===== src/rtl/lsu_pkg.sv =====
// rtl/lsu_pkg.sv - shared types and funct3 constants for the load/store unit
package lsu_pkg;

   localparam logic [2:0] F3_B  = 3'b000;
   localparam logic [2:0] F3_H  = 3'b001;
   localparam logic [2:0] F3_W  = 3'b010;
   localparam logic [2:0] F3_BU = 3'b100;
   localparam logic [2:0] F3_HU = 3'b101;

   typedef enum logic [2:0] {
      IDLE     = 3'd0,
      READ     = 3'd1,
      LOAD_RSP = 3'd2,
      WRITE    = 3'd3,
      ERR      = 3'd4
   } lsu_state_t;

   typedef struct packed {
      logic        we;
      logic [2:0]  funct3;
      logic [31:0] addr;
      logic [31:0] wdata;
   } lsu_req_t;

endpackage


===== src/rtl/lsu_align.sv =====
// rtl/lsu_align.sv - legality/alignment check, load extract/extend, store lane merge
module lsu_align
   import lsu_pkg::*;
(
   input  logic        chk_we_i,
   input  logic [2:0]  chk_funct3_i,
   input  logic [1:0]  chk_lane_i,
   output logic        chk_err_o,
   input  logic [2:0]  funct3_i,
   input  logic [1:0]  lane_i,
   input  logic [15:0] wdata_i,
   input  logic [31:0] mem_rdata_i,
   output logic [31:0] load_data_o,
   output logic [31:0] merge_data_o
);

   logic [4:0]  shamt;
   logic [31:0] shifted;
   logic [31:0] lane_mask;
   logic [31:0] lane_data;

   always_comb begin
      chk_err_o = 1'b1;
      if (chk_we_i) begin
         case (chk_funct3_i)
            F3_B:    chk_err_o = 1'b0;
            F3_H:    chk_err_o = chk_lane_i[0];
            F3_W:    chk_err_o = |chk_lane_i;
            default: chk_err_o = 1'b1;
         endcase
      end else begin
         case (chk_funct3_i)
            F3_B, F3_BU: chk_err_o = 1'b0;
            F3_H, F3_HU: chk_err_o = chk_lane_i[0];
            F3_W:        chk_err_o = |chk_lane_i;
            default:     chk_err_o = 1'b1;
         endcase
      end
   end

   // A legal halfword has lane[0]=0, so one byte-granular shift serves both sizes.
   assign shamt   = {lane_i, 3'b000};
   assign shifted = mem_rdata_i >> shamt;

   always_comb begin
      load_data_o = mem_rdata_i;
      case (funct3_i)
         F3_B:    load_data_o = {{24{shifted[7]}}, shifted[7:0]};
         F3_H:    load_data_o = {{16{shifted[15]}}, shifted[15:0]};
         F3_BU:   load_data_o = {24'h000000, shifted[7:0]};
         F3_HU:   load_data_o = {16'h0000, shifted[15:0]};
         default: load_data_o = mem_rdata_i;
      endcase
   end

   always_comb begin
      lane_mask = 32'hFFFF_FFFF;
      lane_data = 32'h0000_0000;
      case (funct3_i)
         F3_B: begin
            lane_mask = 32'h0000_00FF << shamt;
            lane_data = {24'h000000, wdata_i[7:0]} << shamt;
         end
         F3_H: begin
            lane_mask = 32'h0000_FFFF << shamt;
            lane_data = {16'h0000, wdata_i} << shamt;
         end
         default: begin
            lane_mask = 32'hFFFF_FFFF;
            lane_data = {16'h0000, wdata_i};
         end
      endcase
   end

   assign merge_data_o = (mem_rdata_i & ~lane_mask) | (lane_data & lane_mask);

endmodule


===== src/rtl/load_store_unit.sv =====
// rtl/load_store_unit.sv - RV32 load/store unit in front of a word-only synchronous-read memory
module load_store_unit
   import lsu_pkg::*;
(
   input  logic        clk,
   input  logic        rst,
   input  logic        req_valid,
   output logic        req_ready,
   input  logic        req_we,
   input  logic [2:0]  req_funct3,
   input  logic [31:0] req_addr,
   input  logic [31:0] req_wdata,
   output logic        rsp_valid,
   output logic        rsp_err,
   output logic [31:0] rsp_rdata,
   output logic [31:0] mem_read_addr,
   input  logic [31:0] mem_read_data,
   output logic [31:0] mem_write_addr,
   output logic [31:0] mem_write_data,
   output logic        mem_write_enable
);

   lsu_state_t  state_q, state_d;
   lsu_req_t    req_q, req_d;
   logic        accept;
   logic        in_err;
   logic [31:0] load_data;
   logic [31:0] merge_data;

   always_ff @(posedge clk or negedge rst) begin
      if (!rst) begin
         state_q <= IDLE;
         req_q   <= '0;
      end else begin
         state_q <= state_d;
         req_q   <= req_d;
      end
   end

   assign req_ready = rst && (state_q == IDLE);
   assign accept    = req_valid && req_ready;

   always_comb begin
      req_d = req_q;
      if (accept) begin
         req_d.we     = req_we;
         req_d.funct3 = req_funct3;
         req_d.addr   = req_addr;
         req_d.wdata  = req_wdata;
      end
   end

   // The incoming check steers the accept transition; extract/merge work on the captured request.
   lsu_align u_align (
      .chk_we_i     (req_we),
      .chk_funct3_i (req_funct3),
      .chk_lane_i   (req_addr[1:0]),
      .chk_err_o    (in_err),
      .funct3_i     (req_q.funct3),
      .lane_i       (req_q.addr[1:0]),
      .wdata_i      (req_q.wdata[15:0]),
      .mem_rdata_i  (mem_read_data),
      .load_data_o  (load_data),
      .merge_data_o (merge_data)
   );

   assign mem_read_addr  = {req_q.addr[31:2], 2'b00};
   assign mem_write_addr = {req_q.addr[31:2], 2'b00};

   always_comb begin
      state_d          = state_q;
      rsp_valid        = 1'b0;
      rsp_err          = 1'b0;
      rsp_rdata        = 32'h0000_0000;
      mem_write_enable = 1'b0;
      mem_write_data   = 32'h0000_0000;
      case (state_q)
         IDLE: begin
            if (accept) begin
               if (in_err)
                  state_d = ERR;
               else if (req_we && (req_funct3 == F3_W))
                  state_d = WRITE;
               else
                  state_d = READ;
            end
         end
         READ: begin
            state_d = req_q.we ? WRITE : LOAD_RSP;
         end
         LOAD_RSP: begin
            rsp_valid = 1'b1;
            rsp_rdata = load_data;
            state_d   = IDLE;
         end
         WRITE: begin
            mem_write_enable = 1'b1;
            mem_write_data   = (req_q.funct3 == F3_W) ? req_q.wdata : merge_data;
            rsp_valid        = 1'b1;
            state_d          = IDLE;
         end
         ERR: begin
            rsp_valid = 1'b1;
            rsp_err   = 1'b1;
            state_d   = IDLE;
         end
         default: state_d = IDLE;
      endcase
   end

endmodule


===== config.mk =====
export PLATFORM = sky130hd
export DESIGN_NAME = load_store_unit
export DESIGN_NICKNAME = d
export VERILOG_FILES = /design/src/rtl/lsu_pkg.sv /design/src/rtl/lsu_align.sv /design/src/rtl/load_store_unit.sv
export SDC_FILE = /design/constraint.sdc
export NUM_CORES = 1
export LEC_CHECK = 0
export CAP_MARGIN = 20
export CORE_UTILIZATION = 35
export DETAILED_ROUTE_END_ITERATION = 7
export PLACE_DENSITY = 0.69
export SYNTH_ARGS = -nofsm -noshare
export SYNTH_HDL_FRONTEND = slang
export SYNTH_SLANG_ARGS = --single-unit

===== constraint.sdc =====
create_clock -name clk -period 4.7 [get_ports clk]
set_input_delay 0.47 -clock clk [delete_from_list [all_inputs] [get_ports clk]]
set_output_delay 0.47 -clock clk [all_outputs]
set_load 0.005 [all_outputs]

==> results of run 1 <==
## flip-flops by register name (all words and copies together) (netlist names)
| register | count |
|---|---|
| mem_read_addr | 30 |
| req_q | 38 |
| state_q | 3 |
## report_power, final
group,internal [uW],total [uW],switching [uW]
logic,803,1400,594
clock network,492,756,263
registers,789,1040,254
total,2080,3190,1110
## worst paths after layout
check	start	endpoint	slack (ps)	depth (start not counted)
hold reg to reg	req_q[30]	req_q[30]	500	1
min in group clk	req_q[30]	req_q[30]	500	1
hold / removal	rst	state_q[0]	410	2
max in group asynchronous	rst	req_q[3]	3680	2
setup / recovery	req_q[65]	mem_write_data[19]	1010	7
setup reg to reg	state_q[2]	req_q[8]	2590	3
## cells in the final DEF, fill, tap and decap left out, types with 14 or more instances in the layout
| master | n |
|---|---|
| clkdlybuf4s50_1 | 229 |
| dfrtp_1 | 71 |
| mux2_2 | 66 |
| a21oi_1 | 49 |
| o21ai_0 | 33 |
| nor2b_1 | 30 |
| nor3_1 | 17 |
| nor2_1 | 16 |
| a22oi_1 | 16 |
| a2bb2oi_1 | 14 |
## logic make-up (layout without fill, tap and decap cells)
kind of cell | Yosys count | after routing | share of synthesized area
compound gates | 155 | 155 | 0.2024
simple gates | 110 | 110 | 0.1277
buf+inv | 107 | 253 | 0.1347
mux | 85 | 85 | 0.1898
flops | 71 | 71 | 0.3447
other cells | 1 | 4 | 0.0007275
## routing by layer
layer	share of wire	wire, um	up-vias	track usage
met3	0.11	1904	34	0.07196
li1	-	-	2144	-
met1	0.39	6789	2274	0.2738
met4	0.026	448	0	0.09111
met2	0.47	8060	314	0.3642
met5	0	0	-	0
## critical path, stage by stage, from the launching register on
cell and delay (ps):
dfrtp_1 830, buf_4 370, nor2b_1 500, nand2b_1 110, buf_4 230, o21ai_0 270, a21oi_1 100, clkdlybuf4s50_1 460
## layout make-up
cell class / instances / area [um2] / area share
sequential: 71 / 1777 / 0.2408
multi-input combinational: 354 / 2700 / 0.3659
clock buffer: 11 / 252.7 / 0.03425
timing repair buffer: 235 / 2337 / 0.3167
tap: 180 / 225.2 / 0.03052
inverter: 2 / 7.507 / 0.001017
clock inverter: 5 / 80.08 / 0.01085
## per-stage QoR
| step | util | cell area [um2] |
|---|---|---|
| after detailed placement | 0.4980 | 7047 |
| after global placement | 0.4980 | 7047 |
| after CTS | 0.5215 | 7380 |
| after global routing | 0.5215 | 7380 |
| final | 0.5215 | 7380 |
| after floorplan | - | 5166 |
==> impl_metrics.env, run 1 <==
export IMPL_num_io_pins=235
export IMPL_clk_pin_slew_worst_paths_ps=60
export IMPL_cts_path_max_buffers=2
export IMPL_rows=43
export IMPL_worst_setup_path_type="reg -> out"
export IMPL_n_antenna_cell=0
export IMPL_syn_area_mm2=0.005155
export IMPL_dp_cells=842
export IMPL_place_congestion=0.9202
export IMPL_drive_gt1_frac=0.1726
export IMPL_async_reset_ff_frac=1.000
export IMPL_start_util=0.3643
export IMPL_yosysTopAreaCellShare=0.3447
export IMPL_yosys_area_top_type="dfrtp_1"
export IMPL_cts_root_buf="clkbuf_16"
export IMPL_grt_pass1_vias=4834
export IMPL_synth_cell_types=46
export IMPL_outcome="finished, final reports clean"
export IMPL_crit_fanout=29
export IMPL_grt_pass1_wl_um=25860
export IMPL_crit_required_ps=4230
export IMPL_cts_resized=0
export IMPL_drt_pre_antenna_iters=5
export IMPL_finClkSkew_ps=8.138
export IMPL_nets=776
export IMPL_grt_usage=0.2243
export IMPL_rsz0062_at_grt="false"
export IMPL_yosys_top_cells_area="dfrtp_1 (34%), mux2_2 (14%), buf_4 (9.8%)"
export IMPL_clock_fmax_ghz=0.2707
export IMPL_drc=0
export IMPL_cts_sinks=71
export IMPL_layout_setup_ws_ps=1006
export IMPL_endpoint_kind="output pin"
export IMPL_finalNonFillerCells=858
export IMPL_ys_top_cells_by_count="dfrtp_1 (71), buf_4 (67), mux2_2 (66), a21oi_1 (49), o21ai_0 (33)"
export IMPL_avgSynthCellArea_um2=9.745
export IMPL_cts_buffers=9
export IMPL_maxCapViolCount=0
export IMPL_slew_violations=0
export IMPL_tightest_slew_ps=1045
export IMPL_overflow=0
export IMPL_timing_final_crit_share=0.7859
export IMPL_setup_viol=0
export IMPL_seq_area_frac_synth=0.3447
export IMPL_grt_start_max_net_pins=72
export IMPL_leakagePower_uw=0.002836
export IMPL_slew_headroom=0.3034
export IMPL_drtIter0Drc=378
export IMPL_h_tree_depth=3
export IMPL_cts_setup_buffers=0
export IMPL_fp_coreArea_mm2=0.01415
export IMPL_wirelength_um=17200
export IMPL_power_uw=3195
export IMPL_cts_tree="built"
export IMPL_area_growth_pct=43.16
export IMPL_p_per_area_mw_per_mm2=432.9
export IMPL_vias=4766
export IMPL_vdd_drop_max_uv=245.9
export IMPL_netlist_instances=529
export IMPL_ant_nets=0
export IMPL_hold_buffers=0
export IMPL_ys_flop_type="dfrtp_1"
export IMPL_hp_class="in -> async"
export IMPL_fin_tns_setup_ps=0
export IMPL_synth_most_common_cell="dfrtp_1"
export IMPL_hold_viol_final=0
export IMPL_start_kind="flip-flop"
export IMPL_finalCriticalPeriod_ps=3694
export IMPL_cp_arrival_ps=3220
export IMPL_dieArea_mm2=0.01522
export IMPL_wl_per_cell_um=20.05
export IMPL_whs_ps=413.0
export IMPL_place_ws_ps=1405
export IMPL_worstSkewPairLatency_ps=340
export IMPL_io_buffers=230
export IMPL_nFillCells=1254
export IMPL_die_h_um=123.4
export IMPL_synth_warnings=0
export IMPL_synth_edf_count=0
export IMPL_die_w_um=123.4
export IMPL_synth_seq_cells=71
export IMPL_antenna_found_initial=0
export IMPL_dpl_hpwl_um=12730
export IMPL_avgViaCountPerCell=5.555
No activity file was read; power rests on OpenSTA's default activity.
==> inputs of run 2 (changes only) <==
--- a/config.mk
+++ b/config.mk
@@ -8,7 +8,7 @@
 export CAP_MARGIN = 20
 export CORE_UTILIZATION = 35
 export DETAILED_ROUTE_END_ITERATION = 7
-export PLACE_DENSITY = 0.69
+export PLACE_DENSITY = 0.72
 export SYNTH_ARGS = -nofsm -noshare
 export SYNTH_HDL_FRONTEND = slang
 export SYNTH_SLANG_ARGS = --single-unit
==> constraint.sdc (replaced) <==
create_clock -name clk -period 3 [get_ports clk]
set_input_delay 0.3 -clock clk [delete_from_list [all_inputs] [get_ports clk]]
set_output_delay 0.3 -clock clk [all_outputs]
set_load 0.005 [all_outputs]
==> impl_metrics.env, run 2 (same netlist as run 1, synthesis figures left out) <==
export IMPL_fp_coreArea_mm2=0.01415
export IMPL_grt_pass1_vias=4711
export IMPL_cts_root_buf="clkbuf_16"
export IMPL_finalCriticalPeriod_ps=2902
export IMPL_nets=798
export IMPL_cts_path_max_buffers=2
export IMPL_cts_buffers=9
export IMPL_timing_final_crit_share=0.9673
export IMPL_cts_sinks=71
export IMPL_pwr_share_seq=0.303
export IMPL_n_antenna_cell=0
export IMPL_wirelength_um=17310
export IMPL_grt_usage=0.2261
export IMPL_p_comb_frac=0.484
export IMPL_power_switching_uw=1800
export IMPL_wl_per_cell_um=19.68
export IMPL_critPathSlowestCell="clkdlybuf4s50_1"
export IMPL_avgViaCountPerCell=5.384
export IMPL_die_h_um=123.4
export IMPL_switching_share=0.3521
export IMPL_place_congestion=0.9042
export IMPL_cpPeakStageDelay_ps=540
export IMPL_vdd_drop_max_uv=460.1
export IMPL_clock_power_share=0.213
export IMPL_tightest_slew_ps=908.4
export IMPL_dpl_hpwl_um=13150
export IMPL_setup_viol=0
export IMPL_finClkSkew_ps=6.344
export IMPL_clk_pin_slew_worst_paths_ps=60
export IMPL_maxCapViolCount=0
export IMPL_path_cells="buf_4, mux2i_1, a221oi_4, buf_4, a21oi_1, nor3_1, clkdlybuf4s50_1"
export IMPL_io_buffers=230
export IMPL_drive_gt1_frac=0.2071
export IMPL_mostFrequentLayoutCell="clkdlybuf4s50_1"
export IMPL_ant_nets=0
export IMPL_cp_arrival_ps=2600
export IMPL_hold_viol_final=0
export IMPL_area_growth_pct=46.97
export IMPL_p_per_area_mw_per_mm2=674.9
export IMPL_worst_setup_path_type="reg -> out"
export IMPL_slew_violations=0
export IMPL_drtIter0Drc=349
export IMPL_crit_fanout=9
export IMPL_fin_area_mm2=0.007576
export IMPL_cts_tree="built"
export IMPL_crit_required_ps=2700
export IMPL_start_kind="flip-flop"
export IMPL_h_tree_depth=3
export IMPL_die_w_um=123.4
export IMPL_drc=0
export IMPL_dp_cells=860
export IMPL_intPower_uw=3312
export IMPL_crit_top_cell="buf_4"
export IMPL_overflow=0
export IMPL_leakagePower_uw=0.002936
export IMPL_endpoint_kind="output pin"
export IMPL_antenna_found_initial=0
export IMPL_hp_class="in -> async"
export IMPL_vias=4738
export IMPL_mostFrequentLayoutCells="clkdlybuf4s50_1 (229), dfrtp_1 (67), mux2_2 (66)"
export IMPL_placed_area_mm2=0.007194
export IMPL_finalNonFillerCells=880
export IMPL_clock_fmax_ghz=0.3446
export IMPL_grt_pass1_wl_um=25680
export IMPL_largest_reg_flops=38
export IMPL_start_util=0.3643
export IMPL_drt_pre_antenna_iters=6
export IMPL_rsz0062_at_grt="true"
export IMPL_final_util=0.5354
export IMPL_slew_headroom=0.3944
export IMPL_grt_start_max_net_pins=72
export IMPL_worstSkewPairLatency_ps=340
export IMPL_num_io_pins=235
export IMPL_dieArea_mm2=0.01522
export IMPL_rows=43
export IMPL_whs_ps=235.1
export IMPL_outcome="finished, final reports clean"
export IMPL_regMostFlops="req_q"
[run 2: changes by cell type in the layout (fill, tap and decap cells not counted), sizes merged]
cell	delta
buf	+21
clkinv	+2
a21oi	+1
bufinv	-1
inv	-1
[run 2: path summary, 6_finish.rpt]
check | startpoint | to | slack (ps) | cells past startpoint
min in group clk | rst | state_q[1] | 480 | 5
max | req_q[32] | rsp_rdata[12] | 100 | 7
min | rst | state_q[1] | 240 | 2
max in group asynchronous | rst | req_q[33] | 2130 | 2
min reg2reg | req_q[17] | req_q[17] | 500 | 1
max reg2reg | state_q[0] | req_q[14] | 990 | 4
[run 2: layer usage]
layer	share of wire	routed length [um]	global-route usage	vias to the layer above
met4	0.018	318	0.07756	0
met1	0.40	6964	0.2718	2275
met5	0	0	0	-
met3	0.099	1718	0.07611	27
met2	0.48	8311	0.3760	243
li1	-	-	-	2193
[run 2: worst max-delay path: cells and delay by family (launching register included)]
kind | cells | cell delay (ps)
compound gates | 2 | 480
simple gates | 1 | 210
buf+inv | 3 | 960
mux | 1 | 180
flops | 1 | 440
[run 2: area by class of cell]
class                   instances  area (um2)
fillers                      1237        6574
multi-input cells             355        2729
repair buffers                256        2520
flip-flops and latches         71        1782
clock buffers                  11       252.7
well taps                     180       225.2
clock inverters                 5       56.30
inverters                       2       11.26
[run 2: per-stage QoR]
stage	power, uW	TNS [ps]	worst slack (ps)
after detailed placement	3914	0	179.7
after CTS	5036	0	11.71
after global placement	3873	0	301.8
final	5113	0	98.05
after floorplan	3111	0	1184
after global routing	5387	-30.23	-18.83
[run 2: timing repair]
action,CTS,global route
endpoints found under the setup margin,0,43
hold buffers,0,0
setup buffers,0,3
hold endpoints to repair,0,0
gates resized for setup,0,8
[run 2: power by group through the flow]
stage          registers, uW  clock network [uW]  logic, uW
2_1_floorplan           1410                   0       1700
3_3_place_gp            1530                   0       2340
5_1_grt                 1590                1150       2650
4_1_cts                 1540                1120       2390
6_report                1550                1090       2470
3_5_place_dp            1550                   0       2370
==> inputs of run 3 (changes only) <==
--- a/config.mk
+++ b/config.mk
@@ -8,7 +8,7 @@
 export CAP_MARGIN = 20
 export CORE_UTILIZATION = 35
 export DETAILED_ROUTE_END_ITERATION = 7
-export PLACE_DENSITY = 0.72
+export PLACE_DENSITY = 0.82
 export SYNTH_ARGS = -nofsm -noshare
 export SYNTH_HDL_FRONTEND = slang
 export SYNTH_SLANG_ARGS = --single-unit
==> impl_metrics.env, run 3 (same netlist as run 1, synthesis figures left out) <==
export IMPL_outcome="finished, final reports clean"
export IMPL_endpoint_kind="output pin"
export IMPL_crit_fanout=12
export IMPL_critPathSlowestCell="clkdlybuf4s50_1"
export IMPL_mostFrequentLayoutCell="clkdlybuf4s50_1"
export IMPL_finClkSkew_ps=3.850
export IMPL_finalCriticalPeriod_ps=2863
export IMPL_avgViaCountPerCell=5.356
export IMPL_setup_viol=0
export IMPL_timing_final_crit_share=0.9542
export IMPL_grt_usage=0.2097
export IMPL_crit_required_ps=2700
export IMPL_dpl_hpwl_um=12430
export IMPL_p_comb_frac=0.480
export IMPL_grt_pass1_vias=4441
export IMPL_die_h_um=123.4
export IMPL_vias=4670
export IMPL_path_delay_family="buffers and inverters"
export IMPL_drt_pre_antenna_iters=4
export IMPL_intPower_uw=3223
export IMPL_slew_headroom=0.5963
export IMPL_num_io_pins=235
export IMPL_cts_root_buf="clkbuf_16"
export IMPL_drtIter0Drc=374
export IMPL_overflow=0
export IMPL_p_per_area_mw_per_mm2=655.2
export IMPL_nets=793
export IMPL_grt_pass1_wl_um=24320
export IMPL_cts_buffers=9
export IMPL_hold_buffers=0
export IMPL_cpPeakStageDelay_ps=550
export IMPL_start_kind="flip-flop"
export IMPL_pwr_share_seq=0.319
export IMPL_rsz0062_at_grt="false"
export IMPL_drive_gt1_frac=0.1951
export IMPL_hold_viol_final=0
export IMPL_regMostFlops="req_q"
export IMPL_clock_fmax_ghz=0.3493
export IMPL_maxCapViolCount=0
export IMPL_leakagePower_uw=0.002904
export IMPL_n_antenna_cell=0
export IMPL_die_w_um=123.4
export IMPL_largest_reg_flops=38
export IMPL_slew_violations=0
export IMPL_fin_tns_setup_ps=0
export IMPL_path_buf_inv=2
export IMPL_power_uw=4902
export IMPL_finalNonFillerCells=872
export IMPL_switching_share=0.3425
export IMPL_worst_setup_path_type="reg -> out"
export IMPL_io_buffers=230
export IMPL_wl_per_cell_um=18.49
export IMPL_cp_arrival_ps=2560
export IMPL_cts_tree="built"
export IMPL_rows=43
export IMPL_nFillCells=1277
export IMPL_cts_path_max_buffers=2
export IMPL_h_tree_depth=3
export IMPL_power_switching_uw=1679
export IMPL_wirelength_um=16120
export IMPL_grt_start_max_net_pins=42
export IMPL_fp_coreArea_mm2=0.01415
export IMPL_path_cells="buf_4, or3_1, a2bb2oi_1, a21oi_1, clkdlybuf4s50_1"
export IMPL_cts_sinks=71
export IMPL_dieArea_mm2=0.01522
export IMPL_worstSkewPairLatency_ps=320
export IMPL_area_growth_pct=45.12
export IMPL_clk_pin_slew_worst_paths_ps=50
export IMPL_tightest_slew_ps=603.3
export IMPL_hp_class="in -> async"
export IMPL_mostFrequentLayoutCells="clkdlybuf4s50_1 (229), dfrtp_1 (67), mux2_2 (66)"
export IMPL_antenna_found_initial=0
export IMPL_vdd_drop_max_uv=377.8
export IMPL_dp_cells=858
export IMPL_final_util=0.5287
export IMPL_drc=0
export IMPL_place_congestion=0.9118
export IMPL_start_util=0.3643
export IMPL_clock_power_share=0.201
export IMPL_ant_nets=0
-- run 3: changes by cell type in the layout (fill, tap and decap cells not counted), moves of 2 or more --
cell / before / now
buf_4: 25 / 20
clkbuf_1: 0 / 2
clkinvlp_4: 2 / 0
clkbuf_8: 2 / 0
-- run 3: what timing repair did --
item	CTS	global route
setup endpoints to repair	0	53
gates resized for setup	0	7
hold endpoints to repair	0	0
buffers inserted	0	1
-- run 3: cell type report --
cell class / count / area [um2] / area share
multi-input cells: 354 / 2705 / 0.3616
repair buffers: 252 / 2494 / 0.3333
flip-flops and latches: 71 / 1782 / 0.2382
clock buffers: 11 / 232.7 / 0.03111
well taps: 180 / 225.2 / 0.03011
clock inverters: 2 / 35.03 / 0.004683
inverters: 2 / 7.507 / 0.001004
-- run 3: worst paths after layout --
| kind | start | slack, ps | cells after the start | end |
|---|---|---|---|---|
| worst max-delay path | req_q[66] | 140 | 5 | mem_write_data[13] |
| worst min-delay path | rst | 70 | 2 | mem_read_addr[11] |
| worst max register to register | state_q[2] | 990 | 4 | req_q[11] |
| worst min register to register | req_q[23] | 500 | 1 | req_q[23] |
| max in group asynchronous | rst | 2540 | 2 | req_q[65] |
| min in group clk | req_q[23] | 500 | 1 | req_q[23] |
-- run 3: metrics by stage --
| stage | hold slack [ps] | cell area, um2 | setup slack [ps] |
|---|---|---|---|
| after floorplan | 4.409 | 5166 | 1184 |
| after global placement | 433.3 | 7179 | 353.3 |
| after detailed placement | 425.0 | 7179 | 319.9 |
| after CTS | 76.56 | 7447 | 33.01 |
| after global routing | 101.6 | 7481 | 17.52 |
| final | 66.18 | 7481 | 137.5 |
-- run 3: power groups by stage --
| stage | clock, uW | sequential, uW | combinational, uW |
|---|---|---|---|
| after global placement | 0 | 1550 | 2270 |
| after floorplan | 0 | 1410 | 1700 |
| after global routing | 1060 | 1600 | 2530 |
| final | 985 | 1560 | 2350 |
| after detailed placement | 0 | 1560 | 2290 |
| after CTS | 1010 | 1550 | 2310 |
-- run 3: worst reg2reg max path: cells and delay by family (launching register included) --
kind,cells,cell delay [ps]
buffers and inverters,1,320
multiplexers,1,320
AND/OR/NAND/NOR,2,800
flip-flops,1,450
-- run 3: routing by layer --
layer	wire length (um)	share of wire	GRT usage	vias to the layer above
li1	-	-	-	2190
met1	6344	0.39	0.2627	2218
met2	7603	0.47	0.3355	243
met3	1846	0.11	0.06827	19
met4	327	0.020	0.07681	0
met5	0	0	0	-
